### config.mk
export PLATFORM = sky130hd
export DESIGN_NAME = alt_vipvfr131_common_control_packet_encoder
export DESIGN_NICKNAME = d
export VERILOG_FILES = /design/src/rtl/alt_vipvfr131_common_control_packet_encoder.sv
export SDC_FILE = /design/constraint.sdc
export NUM_CORES = 1
export LEC_CHECK = 0
export ABC_AREA = 1
export BUFFER_PORTS_ARGS = -buffer_cell sky130_fd_sc_hd__buf_4
export CORE_MARGIN = 8
export CORE_UTILIZATION = 35
export CTS_CLUSTER_SIZE = 30
export DETAILED_ROUTE_END_ITERATION = 10
export GPL_TIMING_DRIVEN = 1
export PLACE_DENSITY = 0.64
export SKIP_LAST_GASP = 1
export SLEW_MARGIN = 5
export SYNTH_ARGS = -nofsm -noshare
export SYNTH_HDL_FRONTEND = slang
export SYNTH_SLANG_ARGS = --single-unit
export TNS_END_PERCENT = 5
### constraint.sdc
create_clock -name clk -period 4.2 [get_ports clk]
set_input_delay 0.84 -clock clk [delete_from_list [all_inputs] [get_ports clk]]
set_output_delay 0.84 -clock clk [all_outputs]
set_load 0.005 [all_outputs]
### src/rtl/alt_vipvfr131_common_control_packet_encoder.sv
// alt_vipvfr131_common_control_packet_encoder: wraps raw sop/eop pixels into a VIP stream with optional control packet and video header
module alt_vipvfr131_common_control_packet_encoder #(
    parameter int BITS_PER_SYMBOL  = 8,
    parameter int SYMBOLS_PER_BEAT = 3
) (
    input  logic                                        clk,
    input  logic                                        rst_n,
    output logic                                        din_ready,
    input  logic                                        din_valid,
    input  logic                                        din_sop,
    input  logic                                        din_eop,
    input  logic [BITS_PER_SYMBOL*SYMBOLS_PER_BEAT-1:0] din_data,
    input  logic                                        dout_ready,
    output logic                                        dout_valid,
    output logic                                        dout_sop,
    output logic                                        dout_eop,
    output logic [BITS_PER_SYMBOL*SYMBOLS_PER_BEAT-1:0] dout_data,
    input  logic [15:0]                                 width,
    input  logic [15:0]                                 height,
    input  logic [3:0]                                  interlaced,
    input  logic                                        ctrl_enable,
    output logic                                        frame_done
);
    localparam int B  = BITS_PER_SYMBOL;
    localparam int S  = SYMBOLS_PER_BEAT;
    localparam int W  = B * S;
    localparam int NB = (9 + S - 1) / S;
    typedef enum logic [2:0] {IDLE, CTRL_HDR, CTRL_DATA, VID_HDR, VIDEO} state_t;
    state_t state_q, state_d;
    logic [3:0] cnt_q, cnt_d;
    logic [15:0] width_q, height_q;
    logic [3:0] interlaced_q;
    logic fd_q, fd_d, latch;
    logic ready_c, valid_c, sop_c, eop_c;
    logic [W-1:0] data_c, ctrl_data;
    logic [35:0] nibs;
    assign nibs = {width_q, height_q, interlaced_q};
    // nibble k of the control payload lands in the low 4 bits of symbol k%S of beat k/S
    always_comb begin
        ctrl_data = '0;
        for (int s = 0; s < S; s++)
            if (int'(cnt_q) * S + s < 9)
                ctrl_data[s*B +: 4] = nibs[35 - 4*(int'(cnt_q) * S + s) -: 4];
    end
    always_comb begin
        state_d = state_q;
        cnt_d   = cnt_q;
        fd_d    = 1'b0;
        latch   = 1'b0;
        ready_c = 1'b0;
        valid_c = 1'b0;
        sop_c   = 1'b0;
        eop_c   = 1'b0;
        data_c  = '0;
        case (state_q)
            IDLE: begin
                ready_c = ~din_sop;
                if (din_valid && din_sop) begin
                    latch   = 1'b1;
                    state_d = ctrl_enable ? CTRL_HDR : VID_HDR;
                end
            end
            CTRL_HDR: begin
                valid_c     = 1'b1;
                sop_c       = 1'b1;
                data_c[3:0] = 4'hF;
                if (dout_ready) state_d = CTRL_DATA;
            end
            CTRL_DATA: begin
                valid_c = 1'b1;
                data_c  = ctrl_data;
                eop_c   = cnt_q == 4'(NB - 1);
                if (dout_ready) begin
                    cnt_d   = eop_c ? 4'd0 : cnt_q + 4'd1;
                    state_d = eop_c ? VID_HDR : CTRL_DATA;
                end
            end
            VID_HDR: begin
                valid_c = 1'b1;
                sop_c   = 1'b1;
                if (dout_ready) state_d = VIDEO;
            end
            VIDEO: begin
                valid_c = din_valid;
                ready_c = dout_ready;
                data_c  = din_data;
                eop_c   = din_eop;
                if (din_valid && dout_ready && din_eop) begin
                    fd_d    = 1'b1;
                    state_d = IDLE;
                end
            end
            default: state_d = IDLE;
        endcase
    end
    always_ff @(posedge clk or negedge rst_n) begin
        if (!rst_n) begin
            state_q      <= IDLE;
            cnt_q        <= '0;
            width_q      <= 16'd640;
            height_q     <= 16'd480;
            interlaced_q <= '0;
            fd_q         <= 1'b0;
        end else begin
            state_q <= state_d;
            cnt_q   <= cnt_d;
            fd_q    <= fd_d;
            if (latch) begin
                width_q      <= width;
                height_q     <= height;
                interlaced_q <= interlaced;
            end
        end
    end
    // outputs are forced quiet while reset is held, independent of the clock
    assign din_ready  = rst_n & ready_c;
    assign dout_valid = rst_n & valid_c;
    assign dout_sop   = rst_n & sop_c;
    assign dout_eop   = rst_n & eop_c;
    assign dout_data  = {W{rst_n}} & data_c;
    assign frame_done = fd_q;
endmodule

==> results of run 1 <==
## path summary, 6_finish.rpt
kind	startpoint	to	slack (ns)	depth (start not counted)
max in group asynchronous	rst_n	state_q[1]$_DFFE_PN0P_	3.19	2
max reg2reg	cnt_q[0]$_DFFE_PN0P_	cnt_q[2]$_DFFE_PN0P_	2.11	7
min reg2reg	width_q[7]$_DFFE_PN1P_	width_q[7]$_DFFE_PN1P_	0.49	2
min	width_q[7]$_DFFE_PN1P_	width_q[7]$_DFFE_PN1P_	0.49	2
max	cnt_q[1]$_DFFE_PN0P_	dout_data[18]	0.21	12
min in group asynchronous	rst_n	cnt_q[3]$_DFFE_PN0P_	0.59	2
## cells by family (layout without fill, tap and decap cells)
kind of cell,after synthesis,after routing,share of synthesized area
xor+xnor,3,3,0.01093
buf+inv,81,172,0.09566
flops,44,44,0.2933
compound gates,49,49,0.07249
simple gates,371,371,0.4287
mux,17,17,0.05064
fa+ha+maj,14,14,0.04833
## repair_timing
| action | 4_1_cts | 5_1_grt |
|---|---|---|
| gates resized for setup | 0 | 1 |
| endpoints found under the hold margin | 0 | 0 |
| endpoints found under the setup margin | 0 | 4 |
## cell type report
| cell class | instances | area, um2 |
|---|---|---|
| Tap cell | 140 | 175.2 |
| Clock buffer | 6 | 82.58 |
| Multi-Input combinational cell | 454 | 2317 |
| Sequential cell | 44 | 1109 |
| Fill cell | 1136 | 5984 |
| Timing Repair Buffer | 100 | 750.7 |
| Inverter | 64 | 240.2 |
| Clock inverter | 2 | 38.79 |
## worst reg2reg max path, cell delays in order, from the launching register on
cell     delay [ns]
dfrtp_1        0.39
buf_4          0.27
inv_2          0.11
buf_4          0.30
ha_1           0.35
nand3_1        0.24
o22ai_1        0.25
a21oi_1        0.06
## per-layer routing
layer / share of wire / track usage
met5: 0 / 0
met4: 0.013 / 0.04528
met3: 0.057 / 0.03194
met2: 0.48 / 0.2703
met1: 0.45 / 0.1948
## per-stage QoR
| stage | cell area (um2) | utilization | instances | hold WS [ns] | setup WS (ns) |
|---|---|---|---|---|---|
| after global routing | 4713 | 0.4406 | 810 | 0.5255 | 0.04604 |
| final | 4713 | 0.4406 | 810 | 0.4910 | 0.2080 |
| after global placement | 4584 | 0.4285 | 802 | 0.4750 | 0.4645 |
| after detailed placement | 4584 | 0.4285 | 802 | 0.4822 | 0.4746 |
| after CTS | 4706 | 0.4399 | 810 | 0.4957 | 0.1082 |
| after floorplan | 3780 | - | 579 | 0.4604 | 0.9070 |
## cells in the mapped netlist, types with 2 or more instances
cell      instances
mux2_2           16
nand2_2           9
nand3_1          76
o21ai_1           2
nor3_1            4
buf_4             2
nand4_1          12
o21ai_0           7
inv_1            57
nand2_4           2
buf_2             4
nand2_1         198
buf_6             3
nor2_1           56
buf_8             2
o22ai_1           3
a21oi_2           4
nor2_4            2
inv_2             6
clkbuf_1          6
a21oi_1          29
nor2_2            6
dfstp_2           6
dfrtp_1          38
ha_1             13
## state kept, by name, summed over array words and instances (netlist names)
register,flops
height_q,16
cnt_q,4
interlaced_q,4
width_q,16
state_q,3
frame_done,1
## cells in the final DEF, fill, tap and decap left out, drive strengths merged
| cell | synthesis | layout |
|---|---|---|
| buf | 11 | 100 |
| a21o | 1 | 1 |
| clkinv | 1 | 2 |
| nand3b | 1 | 1 |
| nor2 | 64 | 64 |
| a31oi | 1 | 1 |
| a21oi | 33 | 33 |
| ha | 13 | 13 |
| and3 | 1 | 1 |
| and2 | 1 | 1 |
| bufinv | 0 | 1 |
| o22ai | 3 | 3 |
| mux2 | 17 | 17 |
| fa | 1 | 1 |
| dfrtp | 38 | 38 |
| nand2 | 209 | 209 |
| nand3 | 77 | 77 |
| clkbuf | 6 | 6 |
| xnor2 | 2 | 2 |
| dfstp | 6 | 6 |
| xor2 | 1 | 1 |
| o31ai | 1 | 1 |
| nand4 | 13 | 13 |
| nor3 | 5 | 5 |
| inv | 63 | 63 |
| o21ai | 10 | 10 |
==> out/qor.csv, run 1 <==
metric,value,unit
tritoncts,done,
syn_area,3780,um2
synth_edf_count,0,
chipWidth,119.9,um
worstPathRequired,3.36,ns
critPathSlowestCell,fa_1,
drc_errors,0,
antenna_left,0,
io_pins,96,
syn_inst,579,
antenna_found_initial,0,
finalCritPeriodShare,0.9505,
crit_type,reg -> out,
clock_path_buffers,2,
finalSetupViolations,0,
io_buffers,95,
synthFlopType,dfrtp_1,
final_max_slew_viol_count,0,
rsz0062_at_grt,no,
wire_per_inst,14.32,um
critPathMaxStageDelay,0.65,ns
first_iter_violations,215,
maxCapViolCount,0,
cts_setup_buffers,0,
ys_ff_latch,44,
hold_viol,0,
async_reset_ff_frac,1.000,
grt_pass1_vias,3989,
skew,0.002809,ns
dieArea,14380,um2
worstSetupStartpointType,flop,
final.min_clock_period,3.992,ns
vias_per_cell,4.931,
num_vias,3994,
crit_family,adder cells,
cts_buffers,5,
slew-limit-headroom,0.5675,
synth.top_cells.by_area,"dfrtp_1, nand2_1, nand3_1, inv_1, nor2_1",
synth_nets,660,
clock_sinks,44,
diodes,0,
cts_hold_buf,0,
drt_pre_antenna_iters,5,
cp_num_buf_inv,2,
max_freq,250.5,MHz
cp_common_cell,nand2_1,
critPathMaxFanout,8,
area_growth,24.69,%
path_cells,ha_1 > fa_1 > ha_1 > xnor2_2 > inv_1 > nand3_1 > nand2_1 > nand2_1 > nand2_1 > nand4_1 > nand2_1 > buf_4,
clock_latency,0.31,ns
synth_largest_area_cell,dfrtp_1,
core,10700,um2
row_count,38,
wl,11600,um
endpoint_kind,primary output,
drive_gt1_frac,0.2478,
yosys.cell_types.count,41,
syn_area_per_cell,6.528,um2
arrival,3.15,ns
grt_overflow,0,
grt_max_degree,56,
start_util,0.3533,
htreeDepth,2,
status,finished clean,
fp.dieH,119.9,um
worst_pin_slew,0.6463,ns
grt_usage,0.1573,
tns,0,ns
hold_class,reg -> reg,
nets,750,
path_clk_slew,0.09,ns
place_hpwl,9127,um
grt_first_pass_wirelength,18850,um
gp_congestion,0.8872,
ys_seq_area_frac,0.2933,
cts-root-buf,clkbuf_8,
synth_top_cell_area_share,0.2516,
yosys_warnings,0,
Power of run 1 is not shown: default switching activity piles up to over one toggle a cycle in this logic, so the estimate is an artifact.
==> run 2, diff against run 1 <==
- PLACE_DENSITY: 0.64 -> not set
==> out/qor.csv, run 2 (same netlist as run 1, synthesis figures left out) <==
metric,value,unit,change
maxCapViolCount,0,,unchanged
htreeDepth,2,,unchanged
fin_cells,810,,unchanged
cts_buffers,5,,unchanged
chipWidth,119.9,um,unchanged
wl,11450,um,-1.2%
cts-root-buf,clkbuf_8,,
gr-usage-met1,0.1952,,+0.0004017
min_to,height_q[7]$_DFFE_PN1P_,,
grt_usage,0.1586,,+0.001242
reg2reg_setup_slack,2.09,ns,-0.02 ns
antenna_found_initial,0,,unchanged
path_clk_slew,0.10,ns,about the same
busiest_layer,met2,,
worst_pin_slew,0.6623,ns,+0.01595 ns
ff2ff_path_depth,7,,unchanged
final_max_slew_viol_count,0,,unchanged
grt_use_met3,0.03476,,+0.002818
endpoint_kind,primary output,,
r2r-start,cnt_q[0]$_DFFE_PN0P_,,
grt_overflow,0,,unchanged
critPathMaxFanout,34,,+26
num_vias,3960,,-0.85%
slew-limit-headroom,0.5569,,-0.01067
worstReg2RegEnd,cnt_q[3]$_DFFE_PN0P_,,
finalSetupViolations,0,,unchanged
diodes,0,,unchanged
status,finished clean,,
rsz0062_at_grt,yes,,
cts_hold_buf,0,,unchanged
final.min_clock_period,4.008,ns,+0.01633 ns
core,10700,um2,unchanged
vias_per_cell,4.889,,-0.85%
gp_congestion,0.8671,,-2.3%
dp_cells,802,,unchanged
cts_resized,0,,unchanged
drive_gt1_frac,0.2478,,unchanged
crit_type,reg -> out,,
drt_pre_antenna_iters,4,,-1
tns,0,ns,unchanged
wire_per_inst,14.14,um,-1.2%
tritoncts,done,,
dieArea,14380,um2,unchanged
hp-start,height_q[7]$_DFFE_PN1P_,,
hold_class,reg -> reg,,
reg_top3,"height_q: 16 flops, width_q: 16 flops",,
clock_latency,0.31,ns,about the same
grt_pass1_vias,3996,,+0.18%
cts_setup_buffers,0,,unchanged
skew,0.01232,ns,+0.009514 ns
finalCritPeriodShare,0.9544,,+0.003888
layout_common_cells,"nand2_1, buf_4, nand3_1",,
worstSetupStartpointType,flop,,
grt_first_pass_wirelength,18960,um,+0.59%
clock_sinks,44,,unchanged
arrival,3.17,ns,+0.02 ns
area_growth,24.63,%,about the same
first_iter_violations,182,,-15%
place_hpwl,9072,um,-0.60%
clock_path_buffers,2,,unchanged
nets,750,,unchanged
drc_errors,0,,unchanged
row_count,38,,unchanged
fill_cells,1163,,+2.4%
grt_max_degree,56,,unchanged
worstPathRequired,3.36,ns,about the same
fp.dieH,119.9,um,unchanged
max_freq,249.5,MHz,-0.41%
start_util,0.3533,,unchanged
whs_path_depth,2,,unchanged
io_pins,96,,unchanged
antenna_left,0,,unchanged
hold_viol,0,,unchanged
io_buffers,95,,unchanged
grt_use_met2,0.2700,,-0.0003493
final_common_cell,nand2_1,,
==> run 2: changes by cell type in the layout (fill, tap and decap cells not counted), sizes merged <==
cell / previous run / this run
inv: 63 / 65
clkinv: 2 / 1
clkbuf: 6 / 5
==> run 2: cell type report <==
class / instances / area [um2] / share of cell area
clock inverter: 3 / 50.05 / 0.01062
inverter: 64 / 240.2 / 0.05100
timing repair buffer: 100 / 750.7 / 0.1594
multi-input combinational: 454 / 2317 / 0.4919
sequential: 44 / 1109 / 0.2353
clock buffer: 5 / 68.82 / 0.01461
tap: 140 / 175.2 / 0.03718
==> run 2: worst max path at each step <==
| stage | depth (start not counted) | slack, ns | end | startpoint |
|---|---|---|---|---|
| detailed placement | 12 | 0.50 | dout_data[16] | cnt_q[1]$_DFFE_PN0P_ |
| floorplan | 11 | 0.91 | dout_data[19] | cnt_q[0]$_DFFE_PN0P_ |
| global placement | 12 | 0.52 | dout_data[16] | cnt_q[1]$_DFFE_PN0P_ |
| finish | 12 | 0.19 | dout_data[0] | cnt_q[0]$_DFFE_PN0P_ |
| CTS | 12 | 0.15 | dout_data[16] | cnt_q[1]$_DFFE_PN0P_ |
| global route | 12 | -0.07 | dout_data[3] | cnt_q[0]$_DFFE_PN0P_ |
==> run 2: layer usage <==
metal  up-vias  share of wire
li1       2034              -
met1      1809           0.45
met2       104           0.48
met3        13          0.056
met4         0          0.016
met5         -              0
==> run 2: metrics by stage <==
| step | cell area (um2) | worst slack, ns | hold WS (ns) | utilization |
|---|---|---|---|---|
| 2_1_floorplan | 3780 | 0.9070 | 0.4604 | - |
| 3_3_place_gp | 4584 | 0.5164 | 0.4801 | 0.4285 |
| 3_5_place_dp | 4584 | 0.5049 | 0.4847 | 0.4285 |
| 4_1_cts | 4703 | 0.1514 | 0.4996 | 0.4396 |
| 5_1_grt | 4711 | -0.07046 | 0.5137 | 0.4404 |
| 6_report | 4711 | 0.1916 | 0.4998 | 0.4404 |
==> run 2: worst max-delay path, cell delays in order (launching register included) <==
cell and delay, ns:
dfrtp_1 0.37, buf_4 0.40, inv_2 0.08, ha_1 0.39, inv_1 0.37, ha_1 0.23, inv_1 0.06, nor2_4 0.11
a31oi_1 0.11, nor3_1 0.32, nand2_1 0.15, a21oi_2 0.13, buf_4 0.11
Power of run 2 is left out for the same reason.
==> run 3, diff against run 2 <==
- SETUP_SLACK_MARGIN: not set -> 0.2
==> out/qor.csv, run 3 (same netlist as run 1, synthesis figures left out) <==
metric,value,unit,change
reg2reg_setup_slack,2.17,ns,+0.08 ns
reg_top3,"height_q: 16 flops, width_q: 16 flops",,
htreeDepth,2,,unchanged
final_max_slew_viol_count,0,,unchanged
dieArea,14380,um2,unchanged
finalSetupViolations,0,,unchanged
gp_congestion,0.8671,,unchanged
start_util,0.3533,,unchanged
critPathMaxFanout,34,,unchanged
io_buffers,95,,unchanged
nets,753,,+0.40%
whs_path_depth,2,,unchanged
worst_pin_slew,0.6622,ns,-0.00009149 ns
antenna_left,0,,unchanged
dp_cells,802,,unchanged
num_vias,3968,,+0.20%
final_common_cell,nand2_1,,
clock_path_buffers,2,,unchanged
drc_errors,0,,unchanged
finalCritPeriodShare,0.9137,,-0.04064
grt_first_pass_wirelength,18920,um,-0.22%
row_count,38,,unchanged
arrival,3.00,ns,-0.17 ns
grt_usage,0.1583,,-0.0002975
clock_sinks,44,,unchanged
final.min_clock_period,3.838,ns,-0.1707 ns
grt_overflow,0,,unchanged
grt_max_degree,56,,unchanged
place_hpwl,9072,um,unchanged
skew,0.01236,ns,+0.00003700 ns
fill_cells,1154,,-0.77%
antenna_found_initial,0,,unchanged
max_freq,260.6,MHz,+4.4%
rsz0062_at_grt,yes,,
cts-root-buf,clkbuf_8,,
chipWidth,119.9,um,unchanged
register_area,1109,um2,unchanged
maxCapViolCount,0,,unchanged
diodes,0,,unchanged
tritoncts,done,,
area_growth,25.82,%,
first_iter_violations,252,,+38%
multi_input_area,2327,um2,+0.43%
drive_gt1_frac,0.2571,,+0.009297
pre_cts_ws,0.5049,ns,unchanged
ff2ff_path_depth,7,,unchanged
worstReg2RegEnd,cnt_q[3]$_DFFE_PN0P_,,
cts_buffers,5,,unchanged
layout_common_cells,"nand2_1, buf_4, nand3_1",,
r2r-start,cnt_q[0]$_DFFE_PN0P_,,
crit_type,reg -> out,,
slew-limit-headroom,0.5569,,about the same
io_pins,96,,unchanged
vias_per_cell,4.881,,-0.17%
tns,0,ns,unchanged
endpoint_kind,primary output,,
wl,11470,um,+0.12%
cts_hold_buf,0,,unchanged
path_clk_slew,0.10,ns,about the same
drt_pre_antenna_iters,4,,unchanged
fp.dieH,119.9,um,unchanged
grt_pass1_vias,3982,,-0.35%
hp-start,height_q[7]$_DFFE_PN1P_,,
hold_class,reg -> reg,,
wire_per_inst,14.10,um,-0.25%
grt_use_met3,0.03476,,unchanged
busiest_layer,met2,,
gr-usage-met1,0.1958,,+0.0005675
fin_ws,0.3623,ns,+0.1707 ns
worstSetupStartpointType,flop,,
fin_cells,813,,+0.37%
grt_use_met2,0.2696,,-0.0003493
status,finished clean,,
worstPathRequired,3.36,ns,about the same
hold_viol,0,,unchanged
core,10700,um2,unchanged
clock_latency,0.31,ns,about the same
min_to,height_q[7]$_DFFE_PN1P_,,
## run 3: routing by layer
metal  vias up  share of wire
met5         -              0
met4         0          0.019
met3        15          0.056
met2       105           0.47
met1      1808           0.45
li1       2040              -
## run 3: final cells by class
type / count / share of cell area
multi-input combinational: 454 / 0.4893
clock inverter: 3 / 0.01052
inverter: 64 / 0.05157
clock buffer: 5 / 0.01447
sequential: 44 / 0.2331
timing repair buffer: 103 / 0.1642
tap: 140 / 0.03683
## run 3: timing repair
action | 4_1_cts | 5_1_grt
buffers inserted | 0 | 3
hold endpoints to repair | 0 | 0
endpoints found under the setup margin | 4 | 12
resized for setup | 1 | 8
## run 3: worst max-delay path: stages, from the launching register on
cell	delay (ns)
dfrtp_1	0.41
buf_8	0.27
inv_2	0.07
ha_1	0.40
buf_4	0.23
nor2_2	0.41
nor2_4	0.12
nand2_1	0.09
nand3_1	0.10
nand2_1	0.12
nand2_1	0.05
nand2_1	0.07
nand2_1	0.08
a21oi_2	0.13
buf_4	0.11
## run 3: metrics by stage
step	util	hold slack (ns)	area, um2
after global routing	0.4446	0.5137	4756
after detailed placement	0.4285	0.4847	4584
final	0.4446	0.5009	4756
after floorplan	-	0.4604	3780
after global placement	0.4285	0.4801	4584
after CTS	0.4404	0.4996	4711
## run 3: worst max path at each step
stage,from,to,slack [ns],depth (start not counted)
detailed placement,cnt_q[1]$_DFFE_PN0P_,dout_data[16],0.50,12
finish,cnt_q[0]$_DFFE_PN0P_,dout_data[0],0.36,14
CTS,cnt_q[0]$_DFFE_PN0P_,dout_data[0],0.23,12
global route,cnt_q[1]$_DFFE_PN0P_,dout_data[16],0.18,12
floorplan,cnt_q[0]$_DFFE_PN0P_,dout_data[19],0.91,11
global placement,cnt_q[1]$_DFFE_PN0P_,dout_data[16],0.52,12
Power of run 3 is left out for the same reason.
